**src/rtl/butterfly_result_writer_pkg.sv**
```systemverilog
// Shared FFT definitions: default widths and the width helpers used by the
// result-writer slice.
package butterfly_result_writer_pkg;

  localparam int FFT_OWL        = 16;
  localparam int FFT_ADDR_WL    = 10;
  localparam int FFT_FIFO_DEPTH = 8;

  function automatic int clog2(input int v);
    int r;
    r = 0;
    while ((1 << r) < v) r++;
    return r;
  endfunction

  // Keeps derived widths legal for degenerate parameter values.
  function automatic int max1(input int v);
    return (v < 1) ? 1 : v;
  endfunction

endpackage

```
**src/rtl/butterfly_result_writer_fifo.sv**
```systemverilog
// Address FIFO holding destination address pairs between butterfly issue and
// result; head is presented combinationally.
module butterfly_addr_fifo
  import butterfly_result_writer_pkg::*;
#(
  parameter  int W     = 20,
  parameter  int DEPTH = 8,
  localparam int AW    = max1(clog2(DEPTH))
) (
  input  logic          i_clk,
  input  logic          i_rst_n,
  input  logic          i_clr,
  input  logic          i_push,
  input  logic [W-1:0]  i_din,
  input  logic          i_pop,
  output logic [W-1:0]  o_dout,
  output logic          o_full,
  output logic          o_empty,
  output logic [AW:0]   o_count
);

  logic [W-1:0]  r_mem [DEPTH];
  logic [AW-1:0] r_wr_ptr, r_rd_ptr;
  logic [AW:0]   r_count;
  logic          w_do_push, w_do_pop;

  assign o_full    = (r_count == (AW+1)'(DEPTH));
  assign o_empty   = (r_count == '0);
  assign o_count   = r_count;
  assign o_dout    = r_mem[r_rd_ptr];
  assign w_do_pop  = i_pop & ~o_empty;
  // A full FIFO still accepts a push when the head leaves in the same cycle.
  assign w_do_push = i_push & (~o_full | w_do_pop);

  always_ff @(posedge i_clk or negedge i_rst_n) begin
    if (!i_rst_n) begin
      r_wr_ptr <= '0;
      r_rd_ptr <= '0;
      r_count  <= '0;
    end else if (i_clr) begin
      r_wr_ptr <= '0;
      r_rd_ptr <= '0;
      r_count  <= '0;
    end else begin
      if (w_do_push) r_wr_ptr <= r_wr_ptr + AW'(1);
      if (w_do_pop)  r_rd_ptr <= r_rd_ptr + AW'(1);
      case ({w_do_push, w_do_pop})
        2'b10:   r_count <= r_count + (AW+1)'(1);
        2'b01:   r_count <= r_count - (AW+1)'(1);
        default: ;
      endcase
    end
  end

  always_ff @(posedge i_clk) begin
    if (w_do_push) r_mem[r_wr_ptr] <= i_din;
  end

endmodule

```
**src/rtl/butterfly_result_writer.sv**
```systemverilog
// Pairs butterfly results with their queued destination addresses, writes them
// to the dual-port data RAM, and tracks stage progress and overflow risk.
module butterfly_result_writer
  import butterfly_result_writer_pkg::*;
#(
  parameter  int OWL        = FFT_OWL,
  parameter  int ADDR_WL    = FFT_ADDR_WL,
  parameter  int FIFO_DEPTH = FFT_FIFO_DEPTH,
  localparam int SW         = max1(clog2(ADDR_WL))
) (
  input  logic               clk,
  input  logic               rst,
  input  logic               en,
  input  logic               clr,
  input  logic               issue_strb,
  input  logic [ADDR_WL-1:0] issue_addr1,
  input  logic [ADDR_WL-1:0] issue_addr2,
  input  logic               res_strb,
  input  logic [OWL-1:0]     res1_re,
  input  logic [OWL-1:0]     res1_im,
  input  logic [OWL-1:0]     res2_re,
  input  logic [OWL-1:0]     res2_im,
  output logic               wr_en,
  output logic [ADDR_WL-1:0] wr_addr1,
  output logic [ADDR_WL-1:0] wr_addr2,
  output logic [OWL-1:0]     wr1_re,
  output logic [OWL-1:0]     wr1_im,
  output logic [OWL-1:0]     wr2_re,
  output logic [OWL-1:0]     wr2_im,
  output logic [SW-1:0]      stage,
  output logic               stage_done,
  output logic               fft_done,
  output logic               scale_req,
  output logic               fifo_full,
  output logic               err_ovf,
  output logic               err_unf
);

  localparam int CW = max1(clog2(FIFO_DEPTH)) + 1;
  localparam logic [ADDR_WL-2:0] CNT_LAST   = '1;
  localparam logic [SW-1:0]      STAGE_LAST = SW'(ADDR_WL - 1);

  typedef struct packed {
    logic [ADDR_WL-1:0] a1;
    logic [ADDR_WL-1:0] a2;
  } addr_pair_t;

  typedef struct packed {
    logic [OWL-1:0] re1;
    logic [OWL-1:0] im1;
    logic [OWL-1:0] re2;
    logic [OWL-1:0] im2;
  } res_t;

  addr_pair_t       w_din, w_head, r_addr;
  res_t             r_res;
  logic             w_push, w_pop, w_full, w_empty, w_risk;
  logic [CW-1:0]    w_count;
  logic             r_wr_en, r_sd, r_fd, r_acc, r_scale, r_ovf, r_unf;
  logic [ADDR_WL-2:0] r_cnt;
  logic [SW-1:0]    r_stage;

  assign w_din  = '{a1: issue_addr1, a2: issue_addr2};
  // Results are never bypassed to a same-cycle issue: only a queued address pops.
  assign w_pop  = en & res_strb & ~w_empty;
  assign w_push = en & issue_strb & (~w_full | w_pop);

  butterfly_addr_fifo #(.W(2*ADDR_WL), .DEPTH(FIFO_DEPTH)) u_fifo (
    .i_clk   (clk),
    .i_rst_n (rst),
    .i_clr   (clr),
    .i_push  (w_push),
    .i_din   (w_din),
    .i_pop   (w_pop),
    .o_dout  (w_head),
    .o_full  (w_full),
    .o_empty (w_empty),
    .o_count (w_count)
  );

  // A word is at risk when its top two bits disagree (no headroom left).
  always_comb begin
    w_risk = (r_res.re1[OWL-1] ^ r_res.re1[OWL-2]) |
             (r_res.im1[OWL-1] ^ r_res.im1[OWL-2]) |
             (r_res.re2[OWL-1] ^ r_res.re2[OWL-2]) |
             (r_res.im2[OWL-1] ^ r_res.im2[OWL-2]);
  end

  always_ff @(posedge clk or negedge rst) begin
    if (!rst) begin
      r_wr_en <= 1'b0;
      r_addr  <= '0;
      r_res   <= '0;
      r_cnt   <= '0;
      r_stage <= '0;
      r_sd    <= 1'b0;
      r_fd    <= 1'b0;
      r_acc   <= 1'b0;
      r_scale <= 1'b0;
      r_ovf   <= 1'b0;
      r_unf   <= 1'b0;
    end else if (clr) begin
      r_wr_en <= 1'b0;
      r_addr  <= '0;
      r_res   <= '0;
      r_cnt   <= '0;
      r_stage <= '0;
      r_sd    <= 1'b0;
      r_fd    <= 1'b0;
      r_acc   <= 1'b0;
      r_scale <= 1'b0;
      r_ovf   <= 1'b0;
      r_unf   <= 1'b0;
    end else if (en) begin
      r_wr_en <= w_pop;
      if (w_pop) begin
        r_addr <= w_head;
        r_res  <= '{re1: res1_re, im1: res1_im, re2: res2_re, im2: res2_im};
      end
      r_sd <= 1'b0;
      r_fd <= 1'b0;
      // Stage bookkeeping follows the write currently on the RAM port.
      if (r_wr_en) begin
        r_cnt <= r_cnt + (ADDR_WL-1)'(1);
        if (r_cnt == CNT_LAST) begin
          r_sd    <= 1'b1;
          r_scale <= r_acc | w_risk;
          r_acc   <= 1'b0;
          if (r_stage == STAGE_LAST) begin
            r_fd    <= 1'b1;
            r_stage <= '0;
          end else begin
            r_stage <= r_stage + SW'(1);
          end
        end else begin
          r_acc <= r_acc | w_risk;
        end
      end
      if (res_strb & w_empty)          r_unf <= 1'b1;
      if (issue_strb & w_full & ~w_pop) r_ovf <= 1'b1;
    end
  end

  // Held-off writes and pulses reappear once the enable returns.
  assign wr_en      = r_wr_en & en;
  assign stage_done = r_sd & en;
  assign fft_done   = r_fd & en;
  assign wr_addr1   = r_addr.a1;
  assign wr_addr2   = r_addr.a2;
  assign wr1_re     = r_res.re1;
  assign wr1_im     = r_res.im1;
  assign wr2_re     = r_res.re2;
  assign wr2_im     = r_res.im2;
  assign stage      = r_stage;
  assign scale_req  = r_scale;
  assign err_ovf    = r_ovf;
  assign err_unf    = r_unf;
  assign fifo_full  = (w_count == CW'(FIFO_DEPTH));

endmodule

```
**config.mk**
```make
export PLATFORM = sky130hd
export DESIGN_NAME = butterfly_result_writer
export DESIGN_NICKNAME = d
export VERILOG_FILES = /design/src/rtl/butterfly_result_writer_pkg.sv /design/src/rtl/butterfly_result_writer_fifo.sv /design/src/rtl/butterfly_result_writer.sv
export SDC_FILE = /design/constraint.sdc
export NUM_CORES = 1
export LEC_CHECK = 0
export CELL_PAD_IN_SITES_DETAIL_PLACEMENT = 0
export CELL_PAD_IN_SITES_GLOBAL_PLACEMENT = 1
export CORE_MARGIN = 5
export CORE_UTILIZATION = 40
export DETAILED_ROUTE_END_ITERATION = 10
export GPL_TIMING_DRIVEN = 0
export PLACE_DENSITY_LB_ADDON = 0.1
export SYNTH_ARGS = -nofsm -noshare
export SYNTH_HDL_FRONTEND = slang
export SYNTH_HIERARCHICAL = 1
export SYNTH_SLANG_ARGS = --single-unit
```
**constraint.sdc**
```tcl
create_clock -name clk -period 3.36 [get_ports clk]
set_input_delay 0.336 -clock clk [delete_from_list [all_inputs] [get_ports clk]]
set_output_delay 0.336 -clock clk [all_outputs]
set_load 0.01 [all_outputs]
```
==> results.ini <==
[status]
status = complete, no violations

[power_and_ir_drop]
p_total_w = 0.007870
power_leakage_nw = 5.446
power.density_nw_per_um2 = 526.6
ir_drop_mv = 0.3283

[setup_path]
critical-path-top-delay-family = simple AND/OR/NAND/NOR gates
critPathMaxFanout = 10
path_buf_inv = 3
cp.required_ns = 3.76
cp_slowest_cell = or4_1
cp-start-kind = register
worstSetupPathType = register to register
cp.arrival_ns = 3.54
crit_chain = or3_1 -> buf_2 -> nor2_2 -> nand3b_4 -> buf_6 -> a21oi_1 -> buf_4 -> nor2_2 -> ha_1 -> a211oi_2 -> or4_1 -> a31oi_1 -> a21oi_1
end_kind = register
slowest_delay_ns = 0.51

[synthesis]
synth_compound_area_share_pct = 6.354
yosysSeqAreaShare_pct = 68.11
synthesis.nets = 886
synth_top_family_by_area = multiplexers
syn_inst = 787
synth_cell_types = 48
yosysTopAreaCell = edfxtp_1
synth_top_area_share_pct = 42.73
synth_xor_area_share_pct = 0.9348
yosys.area_share.adder_pct = 1.068
synth.area.mux_share_pct = 11.50
ys_ff_latch = 274
synth-simple-area-share_pct = 9.381
yosys_warnings = 6
syn-cell-area_um2 = 11240
synthTopCellsByArea = edfxtp_1 (43%), dfrtp_1 (25%), mux4_1 (9.1%)
syn_area_per_cell_um2 = 14.29

[timing]
fin_crit_sh_pct = 93.63
worst_pin_slew_ns = 0.8727
rsz0062_at_grt = false
slew_headroom_pct = 41.82
finalWorstSetupSlack_ns = 0.2141
drv_slew = 0
finClkSkew_ns = 0.01240
fin_tns_setup_ns = 0
hold_viol_final = 0
fmax_mhz = 317.9
period_minus_slack_ns = 3.146
setup_viol = 0
whs_ns = 0.1678

[route]
antenna_violating_nets_post_route = 0
wl_per_cell_um = 19.95
via_per_inst = 5.037
drc = 0
dr.pass1.iters = 4
m1WireLength_um = 12490
routed-wl-met3_um = 1569
top_layer_used = met4
vias = 7122
first_iter_violations = 411
route.met2.wl_um = 13710
wl_um = 28210

[final_layout]
seqCellArea_um2 = 7660
fillCellCount = 2347
drive_above_1_share_pct = 12.93
num_antenna_cells = 0
nNetsFinal = 1114
multi_input_area_um2 = 3364
area_delta_synth_final_pct = 32.93
final_area_um2 = 14950

[placement]
place_hpwl_um = 18850
gp_congestion = 0.7428
port_buffers = 182
dpl_cell_area_um2 = 13710
dp_slack_ns = -0.3580

[global_route]
grt.overflow.total = 0
grt_pass1_wl_um = 42800
antenna_found_initial = 0
grt_pass1_vias = 7344
track_usage_pct = 17.57
grt_max_degree = 59

[cts]
clockBufferDepth = 3
cts_inserted_buffers = 29
clk_pin_slew_ns = 0.06
cts_tree = done
clock_latency_ns = 0.54
htree_levels = 1
cts_sinks = 274
cts_root_buf = clkbuf_16

[floorplanning]
dieWidth_um = 177.7
core-area_um2 = 27780
die_area_um2 = 31560
rows = 61
ioPinCount = 185
initial_utilization_pct = 40.47
die_height_um = 177.7

[job]
maxCapViolCount = 0

[hold_path]
hold_class = input pin to register

sequential cells by signal, summed over array words and instances (netlist names):
name and flops:
u_fifo/r_rd_ptr 3, err_unf 1, wr2_re 16, u_fifo/r_mem 160, wr2_im 16, scale_req 1
u_fifo/r_wr_ptr 3, stage 4, u_fifo/o_count 4, r_fd 1, wr_addr2 10, err_ovf 1
wr1_re 16, r_cnt 9, wr_addr1 10, r_sd 1, r_acc 1, r_wr_en 1
wr1_im 16
worst min-delay path: cells and delay by family:
kind                   cells  cell delay [ns]
buffers and inverters      1             0.13
AND/OR/NAND/NOR            1             0.11
AO/OA/AOI/OAI              1             0.07
Yosys cell counts, drive strengths merged:
| library cell | n |
|---|---|
| a31oi | 4 |
| and3 | 1 |
| dfrtp | 114 |
| nor4b | 1 |
| buf | 30 |
| fa | 1 |
| nor2 | 24 |
| nor2b | 2 |
| nand3b | 1 |
| o21bai | 1 |
| o311a | 1 |
| or4 | 4 |
| and2 | 3 |
| o211ai | 4 |
| edfxtp | 160 |
| a21o | 1 |
| mux4 | 40 |
| and3b | 1 |
| a2111oi | 1 |
| ha | 8 |
| nand4 | 2 |
| a21oi | 103 |
| nand2 | 180 |
| a211oi | 3 |
| o21ai | 8 |
| o31ai | 2 |
| nor4 | 1 |
| nand2b | 6 |
| mux2i | 2 |
| or2 | 1 |
| clkbuf | 19 |
| a41oi | 1 |
| mux2 | 20 |
| xnor2 | 3 |
| xor2 | 9 |
| or3 | 7 |
| nand3 | 9 |
| nor3 | 4 |
| inv | 5 |
power breakdown:
| group | internal, W | switching (W) | leakage (nW) |
|---|---|---|---|
| logic | 0.000279 | 0.000300 | 1.90 |
| registers | 0.00364 | 0.0000369 | 3.02 |
| clock network | 0.00230 | 0.00132 | 0.519 |
| total | 0.00621 | 0.00166 | 5.45 |
cell usage in the layout (no fill, tap or decap), drive strengths merged, types with 6 or more instances in the layout:
| cell type | n |
|---|---|
| or3 | 7 |
| nor2 | 24 |
| inv | 7 |
| bufinv | 9 |
| o21ai | 8 |
| a21oi | 103 |
| xor2 | 9 |
| clkbuf | 50 |
| ha | 8 |
| buf | 46 |
| dfrtp | 114 |
| clkdlybuf4s50 | 181 |
| nand2 | 180 |
| nand3 | 9 |
| nand2b | 6 |
| mux2 | 20 |
| mux4 | 40 |
| edfxtp | 160 |
layer usage:
metal  track usage, %  vias to the layer above
li1                 -                     3342
met1            23.51                     3566
met2            30.19                      184
met3            3.302                       30
met4            3.642                        0
met5                0                        -
through the flow:
step                util (%)  instances
global placement       48.77       1347
global route           53.80       1414
finish                 53.80       1414
detailed placement     49.36       1355
CTS                    53.49       1411
floorplan                  -        787
what timing repair did:
item	4_1_cts	5_1_grt
buffers inserted	3	4
endpoints found under the setup margin	130	91
hold buffers	1	0
resized for setup	3	12
endpoints found under the hold margin	57	0
pin swaps	0	2
cloned	0	0
layout make-up:
cell class / instances / area share (%)
plain buffers: 48 / 1.892
clock buffers: 32 / 4.998
inverters: 5 / 0.1256
well taps: 378 / 3.165
flip-flops and latches: 274 / 51.25
multi-input cells: 459 / 22.51
clock inverters: 20 / 2.302
repair buffers: 198 / 13.75
cell families (layout without fill, tap and decap cells):
family                     count (synthesis)  after routing
DFF                                      274            274
and+or+nand+nor                          247            247
AOI/OAI and AO/OA                        129            129
muxes                                     62             62
buffers and inverters                     54            303
xor gates and xnor gates                  12             12
adders and majority gates                  9              9
worst paths after layout:
kind                              startpoint                 to  slack (ns)  depth (start not counted)
max                        u_fifo/o_count[1]  u_fifo/o_count[3]        0.21                         13
min                                       en               r_sd        0.17                          3
max reg2reg                u_fifo/o_count[1]  u_fifo/o_count[3]        0.21                         13
min reg2reg                          err_unf            err_unf        0.50                          2
max in group asynchronous                rst        wr_addr2[6]        2.27                          3
min in group asynchronous                rst         wr2_im[10]        0.36                          2
(Power assumes the default switching activity.)
